--- src/rtl/display_counter.sv ---
// display_counter
//   Two-digit count generator feeding a pair of 7-segment decoders. Two raw
//   push-buttons are debounced; a Mode press cycles the display mode
//   (hex -> decimal -> even -> spinner -> hex) and clears the digits, an Inc
//   press applies one step of the active mode's count rule.
//
//   Optional feature macro: DISPLAY_COUNTER_AUTORUN_EN
//     When defined, a prescaler emits a step tick every TICK_DIV cycles.
//
// Parameters
//   DEBOUNCE_LIMIT  cycles a raw input must differ before the debounced state flips (>= 2)
//   TICK_DIV        auto-run step period in cycles (>= 2, auto-run build only)
// Ports
//   i_Clk          clock, all logic on the rising edge
//   i_Rst          synchronous active-high reset
//   i_Switch_Inc   raw increment button, high = pressed
//   i_Switch_Mode  raw mode button, high = pressed
//   o_Mode         display mode: 00 hex, 01 decimal, 10 even, 11 spinner
//   o_Digit_Hi     upper digit value
//   o_Digit_Lo     lower digit value
//   o_Update       one-cycle pulse in the cycle the outputs take a new value
//
// There is no valid/ready handshake: button events are fire-and-forget and
// o_Update is a pure strobe with no back-pressure.
module display_counter #(
  parameter int DEBOUNCE_LIMIT = 250000,
  parameter int TICK_DIV       = 25000000
) (
  input  logic       i_Clk,
  input  logic       i_Rst,
  input  logic       i_Switch_Inc,
  input  logic       i_Switch_Mode,
  output logic [1:0] o_Mode,
  output logic [3:0] o_Digit_Hi,
  output logic [3:0] o_Digit_Lo,
  output logic       o_Update
);

  if (DEBOUNCE_LIMIT < 2) begin : g_bad_debounce_limit
    $error("DEBOUNCE_LIMIT must be at least 2");
  end
  if (TICK_DIV < 2) begin : g_bad_tick_div
    $error("TICK_DIV must be at least 2");
  end

  typedef enum logic [1:0] {
    MODE_HEX  = 2'b00,
    MODE_DEC  = 2'b01,
    MODE_EVEN = 2'b10,
    MODE_SPIN = 2'b11
  } mode_e;

  // ---------------------------------------------------------------------
  // Debouncers: index 0 = Inc, index 1 = Mode
  // ---------------------------------------------------------------------
  localparam int DB_W = $clog2(DEBOUNCE_LIMIT);
  localparam logic [DB_W-1:0] DB_LAST = DB_W'(DEBOUNCE_LIMIT - 1);

  logic [1:0]      raw;
  logic [DB_W-1:0] db_cnt_q [2];
  logic [DB_W-1:0] db_cnt_d [2];
  logic [1:0]      db_q, db_d;
  logic [1:0]      prev_q;
  logic [1:0]      press;
  logic            inc_press, mode_press;

  assign raw = {i_Switch_Mode, i_Switch_Inc};

  always_comb begin
    for (int i = 0; i < 2; i++) begin
      db_d[i]     = db_q[i];
      db_cnt_d[i] = '0;
      if (raw[i] != db_q[i]) begin
        if (db_cnt_q[i] == DB_LAST) begin
          db_d[i] = ~db_q[i];
        end else begin
          db_cnt_d[i] = db_cnt_q[i] + 1'b1;
        end
      end
    end
  end

  always_ff @(posedge i_Clk) begin
    if (i_Rst) begin
      db_cnt_q[0] <= '0;
      db_cnt_q[1] <= '0;
      db_q        <= '0;
      prev_q      <= '0;
    end else begin
      db_cnt_q[0] <= db_cnt_d[0];
      db_cnt_q[1] <= db_cnt_d[1];
      db_q        <= db_d;
      prev_q      <= db_q;
    end
  end

  // Press = rising edge of the debounced level; releases are ignored.
  assign press      = db_q & ~prev_q;
  assign inc_press  = press[0];
  assign mode_press = press[1];

  // ---------------------------------------------------------------------
  // Auto-run prescaler
  // ---------------------------------------------------------------------
  logic tick;

`ifdef DISPLAY_COUNTER_AUTORUN_EN
  localparam int PS_W = $clog2(TICK_DIV);
  localparam logic [PS_W-1:0] PS_LAST = PS_W'(TICK_DIV - 1);

  logic [PS_W-1:0] ps_q, ps_d;

  assign tick = (ps_q == PS_LAST);

  // A mode change restarts the period so the first step in the new mode
  // comes a full TICK_DIV cycles later.
  always_comb begin
    ps_d = ps_q + 1'b1;
    if (mode_press || tick) begin
      ps_d = '0;
    end
  end

  always_ff @(posedge i_Clk) begin
    if (i_Rst) begin
      ps_q <= '0;
    end else begin
      ps_q <= ps_d;
    end
  end
`else
  assign tick = 1'b0;
`endif

  // ---------------------------------------------------------------------
  // Mode FSM: state register / next-state / outputs
  // ---------------------------------------------------------------------
  mode_e       state_q, state_d;
  logic [3:0]  dig_max;
  logic [3:0]  dig_step;

  always_ff @(posedge i_Clk) begin
    if (i_Rst) begin
      state_q <= MODE_HEX;
    end else begin
      state_q <= state_d;
    end
  end

  always_comb begin
    state_d = state_q;
    if (mode_press) begin
      case (state_q)
        MODE_HEX:  state_d = MODE_DEC;
        MODE_DEC:  state_d = MODE_EVEN;
        MODE_EVEN: state_d = MODE_SPIN;
        default:   state_d = MODE_HEX;
      endcase
    end
  end

  // The FSM state is the visible mode; it also selects each digit's last
  // value and step size.
  always_comb begin
    o_Mode   = state_q;
    dig_max  = 4'd15;
    dig_step = 4'd1;
    case (state_q)
      MODE_HEX:  begin dig_max = 4'd15; dig_step = 4'd1; end
      MODE_DEC:  begin dig_max = 4'd9;  dig_step = 4'd1; end
      MODE_EVEN: begin dig_max = 4'd8;  dig_step = 4'd2; end
      default:   begin dig_max = 4'd11; dig_step = 4'd1; end
    endcase
  end

  // ---------------------------------------------------------------------
  // Digit datapath
  // ---------------------------------------------------------------------
  logic       step_req;
  logic [3:0] hi_q, hi_d, lo_q, lo_d;
  logic       upd_q, upd_d;

  // An Inc press and a tick in the same cycle collapse into one step.
  assign step_req = inc_press | tick;

  always_comb begin
    hi_d  = hi_q;
    lo_d  = lo_q;
    upd_d = 1'b0;
    if (mode_press) begin
      // Mode change wins over a coincident step and clears both digits.
      hi_d  = '0;
      lo_d  = '0;
      upd_d = 1'b1;
    end else if (step_req) begin
      upd_d = 1'b1;
      if (lo_q == dig_max) begin
        lo_d = '0;
        hi_d = (hi_q == dig_max) ? 4'd0 : hi_q + dig_step;
      end else begin
        lo_d = lo_q + dig_step;
      end
    end
  end

  always_ff @(posedge i_Clk) begin
    if (i_Rst) begin
      hi_q  <= '0;
      lo_q  <= '0;
      upd_q <= 1'b0;
    end else begin
      hi_q  <= hi_d;
      lo_q  <= lo_d;
      upd_q <= upd_d;
    end
  end

  assign o_Digit_Hi = hi_q;
  assign o_Digit_Lo = lo_q;
  assign o_Update   = upd_q;

endmodule

--- config.mk ---
export PLATFORM = sky130hd
export DESIGN_NAME = display_counter
export DESIGN_NICKNAME = d
export VERILOG_FILES = /design/src/rtl/display_counter.sv
export SDC_FILE = /design/constraint.sdc
export NUM_CORES = 1
export LEC_CHECK = 0
export CELL_PAD_IN_SITES_DETAIL_PLACEMENT = 2
export CELL_PAD_IN_SITES_GLOBAL_PLACEMENT = 2
export CORE_MARGIN = 4
export CORE_UTILIZATION = 39
export DETAILED_ROUTE_END_ITERATION = 8
export PLACE_DENSITY = 0.88
export SLEW_MARGIN = 20
export SYNTH_ARGS = -nofsm -noshare
export SYNTH_HDL_FRONTEND = slang
export SYNTH_SLANG_ARGS = --single-unit
--- constraint.sdc ---
create_clock -name i_Clk -period 3.35 [get_ports i_Clk]
set_input_delay 0.5025 -clock i_Clk [delete_from_list [all_inputs] [get_ports i_Clk]]
set_output_delay 0.5025 -clock i_Clk [all_outputs]
set_load 0.1 [all_outputs]
==> results of run 1 <==
-- worst register-to-register path, delay by kind of cell, from the launching register on --
kind | cells | cell delay [ns]
simple gates | 3 | 0.96
fa+ha+maj | 2 | 0.68
flops | 1 | 0.34
buf+inv | 2 | 0.24
compound gates | 1 | 0.17
-- kinds of logic after synthesis --
family / count (synthesis) / synth area share [%]
AOI/OAI and AO/OA: 25 / 6.883
xor gates and xnor gates: 38 / 13.46
adders and majority gates: 9 / 4.555
buffers and inverters: 18 / 2.935
DFF: 51 / 41.30
muxes: 2 / 0.8603
and+or+nand+nor: 140 / 30.01
-- Yosys cell counts (2+ instances only) --
library cell	instances	share of area, %
a21oi_1	9	1.8
clkbuf_1	4	0.61
dfxtp_1	51	41
ha_1	9	4.6
inv_1	12	1.8
nand2_1	18	2.7
nand2b_1	3	0.76
nand3_1	13	2.6
nand4_1	10	2.5
nand4_2	3	1.5
nor2_1	48	7.3
nor2b_1	8	2.0
nor3_1	8	1.6
nor4_1	9	2.3
nor4b_1	3	1.1
o21ai_0	5	1.0
o41ai_1	2	0.71
or3_1	4	1.0
or4_1	3	0.91
or4b_1	2	0.81
xnor2_1	26	9.2
xor2_1	12	4.3
-- registers in the layout, summed over array words and instances (netlist names) --
register    count
o_Update        1
db_q            2
o_Mode          2
o_Digit_Hi      4
db_cnt_q       36
prev_q          2
o_Digit_Lo      4
-- power by group through the flow --
stage	combinational [µW]	sequential (µW)	clock, µW
after floorplan	22.2	654	0
after global placement	60.6	633	0
after detailed placement	62.9	634	0
after CTS	64.4	620	464
after global routing	68.3	622	498
final	63.6	621	450
-- per-stage QoR --
step / instances / power, µW / hold slack [ns] / util (%) / setup WS [ns]
after floorplan: 283 / 676.6 / 0.4396 / - / 0.5177
after global placement: 367 / 694.0 / 0.4501 / 44.54 / 1.085
after detailed placement: 367 / 696.9 / 0.4853 / 44.54 / 1.007
after CTS: 375 / 1149 / 0.5027 / 46.49 / 0.8576
after global routing: 375 / 1188 / 0.5312 / 46.49 / 0.6705
final: 375 / 1134 / 0.4964 / 46.49 / 0.9000
-- per-layer routing --
| layer | share of wire [%] | vias to the layer above |
|---|---|---|
| met4 | 0.52 | 0 |
| li1 | - | 1018 |
| met2 | 52 | 25 |
| met5 | 0 | - |
| met3 | 2.1 | 6 |
| met1 | 46 | 1076 |
-- cell type report --
type	count	area share (%)
flip-flops and latches	51	36.44
well taps	75	3.350
repair buffers	15	5.181
inverters	12	1.608
multi-input cells	214	49.22
clock buffers	6	2.948
clock inverters	2	1.251
-- cells in the final DEF, fill, tap and decap left out, types with 2 or more instances in the layout --
cell type	Yosys	final
or4b_1	2	2
nor4_1	9	9
nand4_2	3	3
dfxtp_1	51	51
nand3_1	13	13
xnor2_1	26	26
or4_1	3	3
clkdlybuf4s50_1	0	13
xor2_1	12	12
ha_1	9	9
o21ai_0	5	5
inv_1	12	12
nand2_1	18	18
nor2_1	48	48
buf_4	1	2
nor2b_1	8	8
o41ai_1	2	2
or3_1	4	4
nor4b_1	3	3
a21oi_1	9	9
nand2b_1	3	3
clkbuf_8	0	6
nand4_1	10	10
nor3_1	8	8
-- worst max-delay path by stage --
stage / endpoint / slack (ns) / cells past startpoint
final: o_Digit_Hi[3]$_SDFFE_PP0P_ / 0.90 / 8
after global routing: o_Digit_Hi[2]$_SDFFE_PP0P_ / 0.67 / 8
after CTS: o_Digit_Hi[3]$_SDFFE_PP0P_ / 0.86 / 8
after detailed placement: o_Digit_Hi[3]$_SDFFE_PP0P_ / 1.01 / 8
after global placement: o_Digit_Hi[3]$_SDFFE_PP0P_ / 1.08 / 8
after floorplan: o_Digit_Hi[3]$_SDFFE_PP0P_ / 0.52 / 8
==> impl_metrics.tcl, run 1 <==
set metrics [dict create \
    p_switching_uw 262.0 \
    min_from "db_cnt_q[0][16]$_SDFF_PP0_" \
    ant_nets 0 \
    endpoint_kind "flip-flop" \
    htree_levels 2 \
    power_frac_clock_pct 39.7 \
    ff2ff_setup_slack_ns 0.90 \
    met3_usage_pct 3.387 \
    postCtsResizedCells 0 \
    clkSinkCount 51 \
    hold_depth 2 \
    routed_wl_um 6876 \
    synthFlopType "dfxtp_1" \
    cp-start-kind "flip-flop" \
    clk_pin_slew_ns 0.10 \
    io_buffers 14 \
    initial_core_util_pct 41.03 \
    rows 28 \
    cpPeakStageDelay_ns 0.48 \
    place_congestion 0.8160 \
    outcome "finished, final reports clean" \
    synth_fp_nets 296 \
    crit_start "o_Mode[0]$_SDFFE_PP0P_" \
    critPathKind "reg2reg" \
    crit_buf_inv 2 \
    fmax_ghz 0.4082 \
    fin_crit_sh_pct 73.13 \
    drt_iter0_markers 74 \
    vias 2125 \
    synth.ff_latch_count 51 \
    placed_area_um2 2684 \
    hold_path_class "reg2reg" \
    cts_root_buffer "clkbuf_8" \
    area_growth_pct 13.31 \
    ctsHoldBuffers 0 \
    cts_setup_buffers 0 \
    cts_buffer_depth 2 \
    p_sw_share_pct 23.11 \
    final_area_um2 2801 \
    ir_drop_uv 298.1 \
    crit_fanout 8 \
    synth-seq-area-share_pct 41.30 \
    ff2ff_path_depth 8 \
    async_flop_share_pct 0 \
    r2r_start "o_Mode[0]$_SDFFE_PP0P_" \
    p_comb_share_pct 5.6 \
    power_density_nw_per_um2 404.7 \
    avgViaCountPerCell 5.667 \
    r2r-end "o_Digit_Hi[3]$_SDFFE_PP0P_" \
    grt_pass1_vias 2297 \
    period_needed_ns 2.450 \
    ios 15 \
    nNetsFinal 312 \
    cts_tree "yes" \
    grt_max_degree 18 \
    avgSynthCellArea_um2 8.736 \
    wl_per_cell_um 18.34 \
    path_cells "inv_1, ha_1, inv_1, ha_1, nor2b_1, nand4_1, or3_1, a31oi_1" \
    syn_inst 283 \
    die_h_um 87.62 \
    gr-usage-all-layers_pct 19.30 \
    finalSetupTns_ns 0 \
    dr.pass1.iters 4 \
    insertion_delay_ns 0.30 \
    cp_slowest_cell "or3_1" \
    cts_buffers 5 \
    grt_overflow 0 \
    p_int_uw 871.9 \
    fin_skew_ns 0.007601 \
    final.fill_count 672 \
    dp_hpwl_um 4961 \
    setup_viol 0 \
    diodes 0 \
    grt_use_met2_pct 35.14 \
    syn_area_um2 2472 \
    worst_pin_slew_ns 0.9673 \
    coreArea_um2 6026 \
    antenna_found_initial 0 \
    power.leakage_uw 0.0009171 \
    synth_edf_count 0 \
    fp.dieArea_um2 7677 \
    final-seq-area_um2 1021 \
    pwr-share-seq_pct 54.7 \
    ys_types 43 \
    cp_top_family "simple AND/OR/NAND/NOR gates" \
    rsz0062_at_grt "no" \
    final_max_slew_viol_count 0 \
    drive_gt1_share_pct 6.667 \
    relSlewSlack_pct 35.31 \
    cap_violations 0 \
    multiInputGateArea_um2 1379 \
    route.detailed.drc 0 \
    use_met1_pct 23.73 \
    die_width_um 87.62 \
    grt_first_pass_wirelength_um 11590 \
    hold_end "db_cnt_q[0][16]$_SDFF_PP0_" \
    grt-busiest-layer "met2" \
    required_ns 3.58 \
    yosysWarnings 0 \
    hold_viol_final 0 \
    arrival_ns 2.68 \
]
Note: power is estimated with default switching activity, not from simulation.
==> run 2, diff against run 1 <==
CORE_UTILIZATION = 33   (was 39)
PLACE_DENSITY = 0.8   (was 0.88)
clock period = 2.2 ns   (was 3.35 ns; I/O delays follow)
==> run 2 against run 1 <==
Fmax grew 20%. Hold slack worse by 0.016 ns. Cell count up 9.1%. Sequential share of layout area fell by 0.44 points. Clock power increased by 12%. Count of clock-buffer cells in the layout is the same. Critical path depth did not move. Via count shrank 1.6%. Core utilization is 7.1 points lower.
==> impl_metrics.tcl, run 2 (synthesized netlist as in run 1, its figures left out) <==
set metrics [dict create \
    critical_path.most_common_cell "ha_1" \
    cpPeakStageDelay_ns 0.41 \
    dp_hpwl_um 4906 \
    cp-start-kind "flip-flop" \
    hold_viol_final 0 \
    coreArea_um2 7253 \
    placed_area_um2 2788 \
    relSlewSlack_pct 56.17 \
    mostFrequentLayoutCells "nor2_1, dfxtp_1, xnor2_1, buf_4, nand2_1" \
    arrival_ns 2.27 \
    postCtsResizedCells 0 \
    largest_register_ffs 36 \
    endpoint_kind "flip-flop" \
    wl_per_cell_um 15.18 \
    power.leakage_uw 0.0009740 \
    ctsHoldBuffers 0 \
    ant_nets 0 \
    clkSinkCount 51 \
    routed_wl_um 6208 \
    drive_gt1_share_pct 13.87 \
    rows 31 \
    route.detailed.drc 0 \
    final.fill_count 819 \
    total_power_uw 1545 \
    rsz0062_at_grt "no" \
    gr-usage-all-layers_pct 15.20 \
    path_cells "inv_2, ha_1, inv_1, ha_1, nor2b_1, nand4_1, or3_1, a31oi_1" \
    crit_buf_inv 2 \
    ir_drop_uv 226.5 \
    fmax_ghz 0.4885 \
    outcome "finished, final reports clean" \
    vias 2091 \
    area_growth_pct 15.69 \
    fin_crit_sh_pct 93.05 \
    cts_buffers 5 \
    hold_path_class "reg2reg" \
    place_congestion 0.7672 \
    finalSetupTns_ns 0 \
    dr.pass1.iters 4 \
    period_needed_ns 2.047 \
    cts_buffer_depth 2 \
    final_max_slew_viol_count 0 \
    grt_first_pass_wirelength_um 10810 \
    cp_slowest_cell "or3_1" \
    nNetsFinal 324 \
    grt_max_degree 14 \
    setup_viol 0 \
    largest-register "db_cnt_q" \
    io_buffers 14 \
    initial_core_util_pct 34.09 \
    htree_levels 2 \
    cap_violations 0 \
    ff2ff_setup_slack_ns 0.15 \
    final_area_um2 2860 \
    critPathKind "reg2reg" \
    cts_setup_buffers 0 \
    drt_iter0_markers 56 \
    die_width_um 94.56 \
    grt_pass1_vias 2239 \
    clk_pin_slew_ns 0.09 \
    diodes 0 \
    required_ns 2.43 \
    antenna_found_initial 0 \
    die_h_um 94.56 \
    cts_root_buffer "clkbuf_8" \
    avgViaCountPerCell 5.112 \
    worst_pin_slew_ns 0.6503 \
    fin_skew_ns 0.01021 \
    ios 15 \
    cp_top_family "simple AND/OR/NAND/NOR gates" \
    power_density_nw_per_um2 540.2 \
    cts_tree "yes" \
    fp.dieArea_um2 8941 \
    grt_overflow 0 \
    insertion_delay_ns 0.30 \
    crit_fanout 7 \
]
## run 2: cell types whose count changed in the layout (fill, tap and decap cells not counted)
cell / delta
buf_4: +22
inv_1: -1
clkbuf_8: -1
clkdlybuf4s50_1: -10
dfxtp_4: +2
dfxtp_1: -3
clkinv_2: -1
bufinv_16: -1
dfxtp_2: +1
clkbuf_1: +1
inv_2: +1
## run 2: stage by stage
step / hold slack (ns) / util, % / std cells / setup slack, ns
finish: 0.4809 / 39.43 / 409 / 0.1530
global route: 0.5207 / 39.43 / 409 / 0.001038
CTS: 0.4859 / 39.43 / 409 / 0.1569
detailed placement: 0.4638 / 38.43 / 403 / 0.1755
global placement: 0.4558 / 38.43 / 403 / 0.2624
floorplan: 0.4396 / - / 283 / 0.02763
## run 2: area by class of cell
class	instances	area, µm²	area share (%)
clock buffer	6	72.57	2.537
sequential	51	1030	36.00
timing repair buffer	27	210.2	7.349
tap	99	123.9	4.331
inverter	12	45.04	1.575
multi-input combinational	214	1379	48.21
## run 2: final timing paths
check	from	to	cells after the start
worst max-delay path	o_Mode[0]$_SDFFE_PP0P_	o_Digit_Hi[3]$_SDFFE_PP0P_	8
worst min-delay path	db_cnt_q[0][18]$_SDFF_PP0_	db_cnt_q[0][18]$_SDFF_PP0_	1
worst max register to register	o_Mode[0]$_SDFFE_PP0P_	o_Digit_Hi[3]$_SDFFE_PP0P_	8
worst min register to register	db_cnt_q[0][18]$_SDFF_PP0_	db_cnt_q[0][18]$_SDFF_PP0_	1
## run 2: where the power goes
group	total (µW)	internal, µW	switching (µW)	leakage (µW)
Combinational	99.4	31.0	68.3	0.000523
Clock	506	213	292	0.0000371
Sequential	940	928	12.0	0.000414
## run 2: worst register-to-register path, cell delays in order (launching register included)
cell and delay (ns):
dfxtp_4 0.35, inv_2 0.07, ha_1 0.19, inv_1 0.08, ha_1 0.29, nor2b_1 0.14, nand4_1 0.29, or3_1 0.41
a31oi_1 0.17
## run 2: per-layer routing
metal / global-route usage, % / part of all wire [%] / wire (µm)
met1: 18.27 / 45 / 2793
met2: 28.13 / 52 / 3201
met3: 2.709 / 2.5 / 155
met4: 3.245 / 0.93 / 58
met5: 0 / 0 / 0
==> run 3, diff against run 2 <==
CORE_UTILIZATION = 39   (was 33)
PLACE_DENSITY = 0.88   (was 0.8)
SETUP_SLACK_MARGIN = 0.02   (was default)
clock period = 2.6 ns   (was 2.2 ns; I/O delays follow)
==> run 3 against run 2 <==
Total power decreased by 9.3%. Global-route usage increased by 5.2 points. Core utilization increased by 7.2 points. Sequential cell count unchanged. Clock skew decreased by 0.0038 ns. Final area decreased by 1.7%. Hold slack improved by 0.011 ns.
==> impl_metrics.tcl, run 3 (synthesized netlist as in run 1, its figures left out) <==
set metrics [dict create \
    coreArea_um2 6026 \
    gr-usage-all-layers_pct 20.42 \
    routed_wl_um 7184 \
    endpoint_kind "flip-flop" \
    final_area_um2 2810 \
    outcome "finished, final reports clean" \
    cp-start-kind "flip-flop" \
    rsz0062_at_grt "no" \
    power.leakage_uw 0.0009551 \
    antenna_found_initial 0 \
    power_density_nw_per_um2 498.5 \
    ios 15 \
    wl_per_cell_um 18.86 \
    vias 2162 \
    clk_pin_slew_ns 0.10 \
    fin_skew_ns 0.006392 \
    grt_overflow 0 \
    hold_slack_ns 0.4919 \
    final_common_cell "dfxtp_1" \
    drive_gt1_share_pct 12.42 \
    clkSinkCount 51 \
    hold_path_class "reg2reg" \
    dpl.cell_count 371 \
    required_ns 2.83 \
    cts_buffers 5 \
    drt_iter0_markers 101 \
    fp.dieArea_um2 7677 \
    hold_viol_final 0 \
    initial_core_util_pct 41.03 \
    io_buffers 14 \
    route.detailed.drc 0 \
    avgViaCountPerCell 5.675 \
    largest_register_ffs 36 \
    die_width_um 87.62 \
    worst_pin_slew_ns 0.6246 \
    grt_first_pass_wirelength_um 12150 \
    fin_crit_sh_pct 89.70 \
    placed_area_um2 2691 \
    setup_viol 0 \
    rows 28 \
    dr.pass1.iters 4 \
    cts_root_buffer "clkbuf_8" \
    htree_levels 2 \
    finalSetupTns_ns 0 \
    grt_max_degree 16 \
    final.fill_count 691 \
    nNetsFinal 318 \
    crit_fanout 8 \
    ctsHoldBuffers 0 \
    place_congestion 0.7595 \
    path_cells "inv_1, ha_1, inv_1, ha_1, nor2b_1, nand4_1, buf_4, or3_1, a31oi_1" \
    ant_nets 0 \
    critPathKind "reg2reg" \
    die_h_um 87.62 \
    cp_slowest_cell "ha_1" \
    diodes 0 \
    mostFrequentLayoutCells "dfxtp_1, nor2_1, xnor2_1, nand2_1, buf_4" \
    relSlewSlack_pct 58.27 \
    cts_buffer_depth 2 \
    fmax_ghz 0.4288 \
    period_needed_ns 2.332 \
    cpPeakStageDelay_ns 0.36 \
    arrival_ns 2.57 \
    ir_drop_uv 240.3 \
    cts_tree "yes" \
    grt_pass1_vias 2309 \
    cap_violations 0 \
    insertion_delay_ns 0.31 \
    postCtsResizedCells 0 \
    instances_no_fill 381 \
    area_growth_pct 13.66 \
    final_max_slew_viol_count 0 \
    total_power_uw 1401 \
    dp_hpwl_um 4922 \
    largest-register "db_cnt_q" \
]
run 3: cell count changes in the layout (fill, tap and decap cells not counted), sizes merged:
| cell | delta |
|---|---|
| buf | -6 |
| clkbuf | +1 |
| clkinvlp | +1 |
run 3: final cells by class:
type | instances | area, µm² | share of cell area [%]
clock inverter | 1 | 7.507 | 0.2671
tap | 75 | 93.84 | 3.339
clock buffer | 7 | 96.34 | 3.428
timing repair buffer | 21 | 165.2 | 5.877
inverter | 12 | 45.04 | 1.603
sequential | 51 | 1023 | 36.42
multi-input combinational | 214 | 1379 | 49.06
run 3: through the flow:
stage	setup slack, ns	util, %
floorplan	0.1188	-
global placement	0.4638	44.66
detailed placement	0.2431	44.66
CTS	0.1667	46.39
global route	0.1072	46.64
finish	0.2678	46.64
run 3: final timing paths:
check                            startpoint                         end  slack [ns]  cells past startpoint
setup / recovery     o_Mode[0]$_SDFFE_PP0P_  o_Digit_Hi[3]$_SDFFE_PP0P_        0.27                      9
hold / removal    db_cnt_q[0][0]$_SDFF_PP0_   db_cnt_q[0][0]$_SDFF_PP0_        0.49                      1
setup reg to reg     o_Mode[0]$_SDFFE_PP0P_  o_Digit_Hi[3]$_SDFFE_PP0P_        0.27                      9
hold reg to reg   db_cnt_q[0][0]$_SDFF_PP0_   db_cnt_q[0][0]$_SDFF_PP0_        0.49                      1
run 3: layer usage:
metal	wire length [µm]	GRT usage [%]	vias up
li1	-	-	1034
met1	3379	25.40	1081
met2	3483	35.68	34
met3	204	3.763	13
met4	116	6.276	0
met5	0	0	-
run 3: repair_timing:
action,4_1_cts,5_1_grt
buffers inserted,0,2
hold endpoints to repair,0,0
setup endpoints to repair,0,1
run 3: critical path, delay by kind of cell, from the launching register on:
kind / cells / cell delay [ns]
AO/OA/AOI/OAI: 1 / 0.17
adder cells (fa/ha/maj): 2 / 0.67
buffers and inverters: 3 / 0.43
flip-flops: 1 / 0.34
AND/OR/NAND/NOR: 3 / 0.64
run 3: report_power, final:
group / switching [µW] / internal, µW / leakage, µW / total, µW
registers: 11.8 / 788 / 0.000413 / 799
clock network: 275 / 243 / 0.0000505 / 518
logic: 58.6 / 25.0 / 0.000492 / 83.6
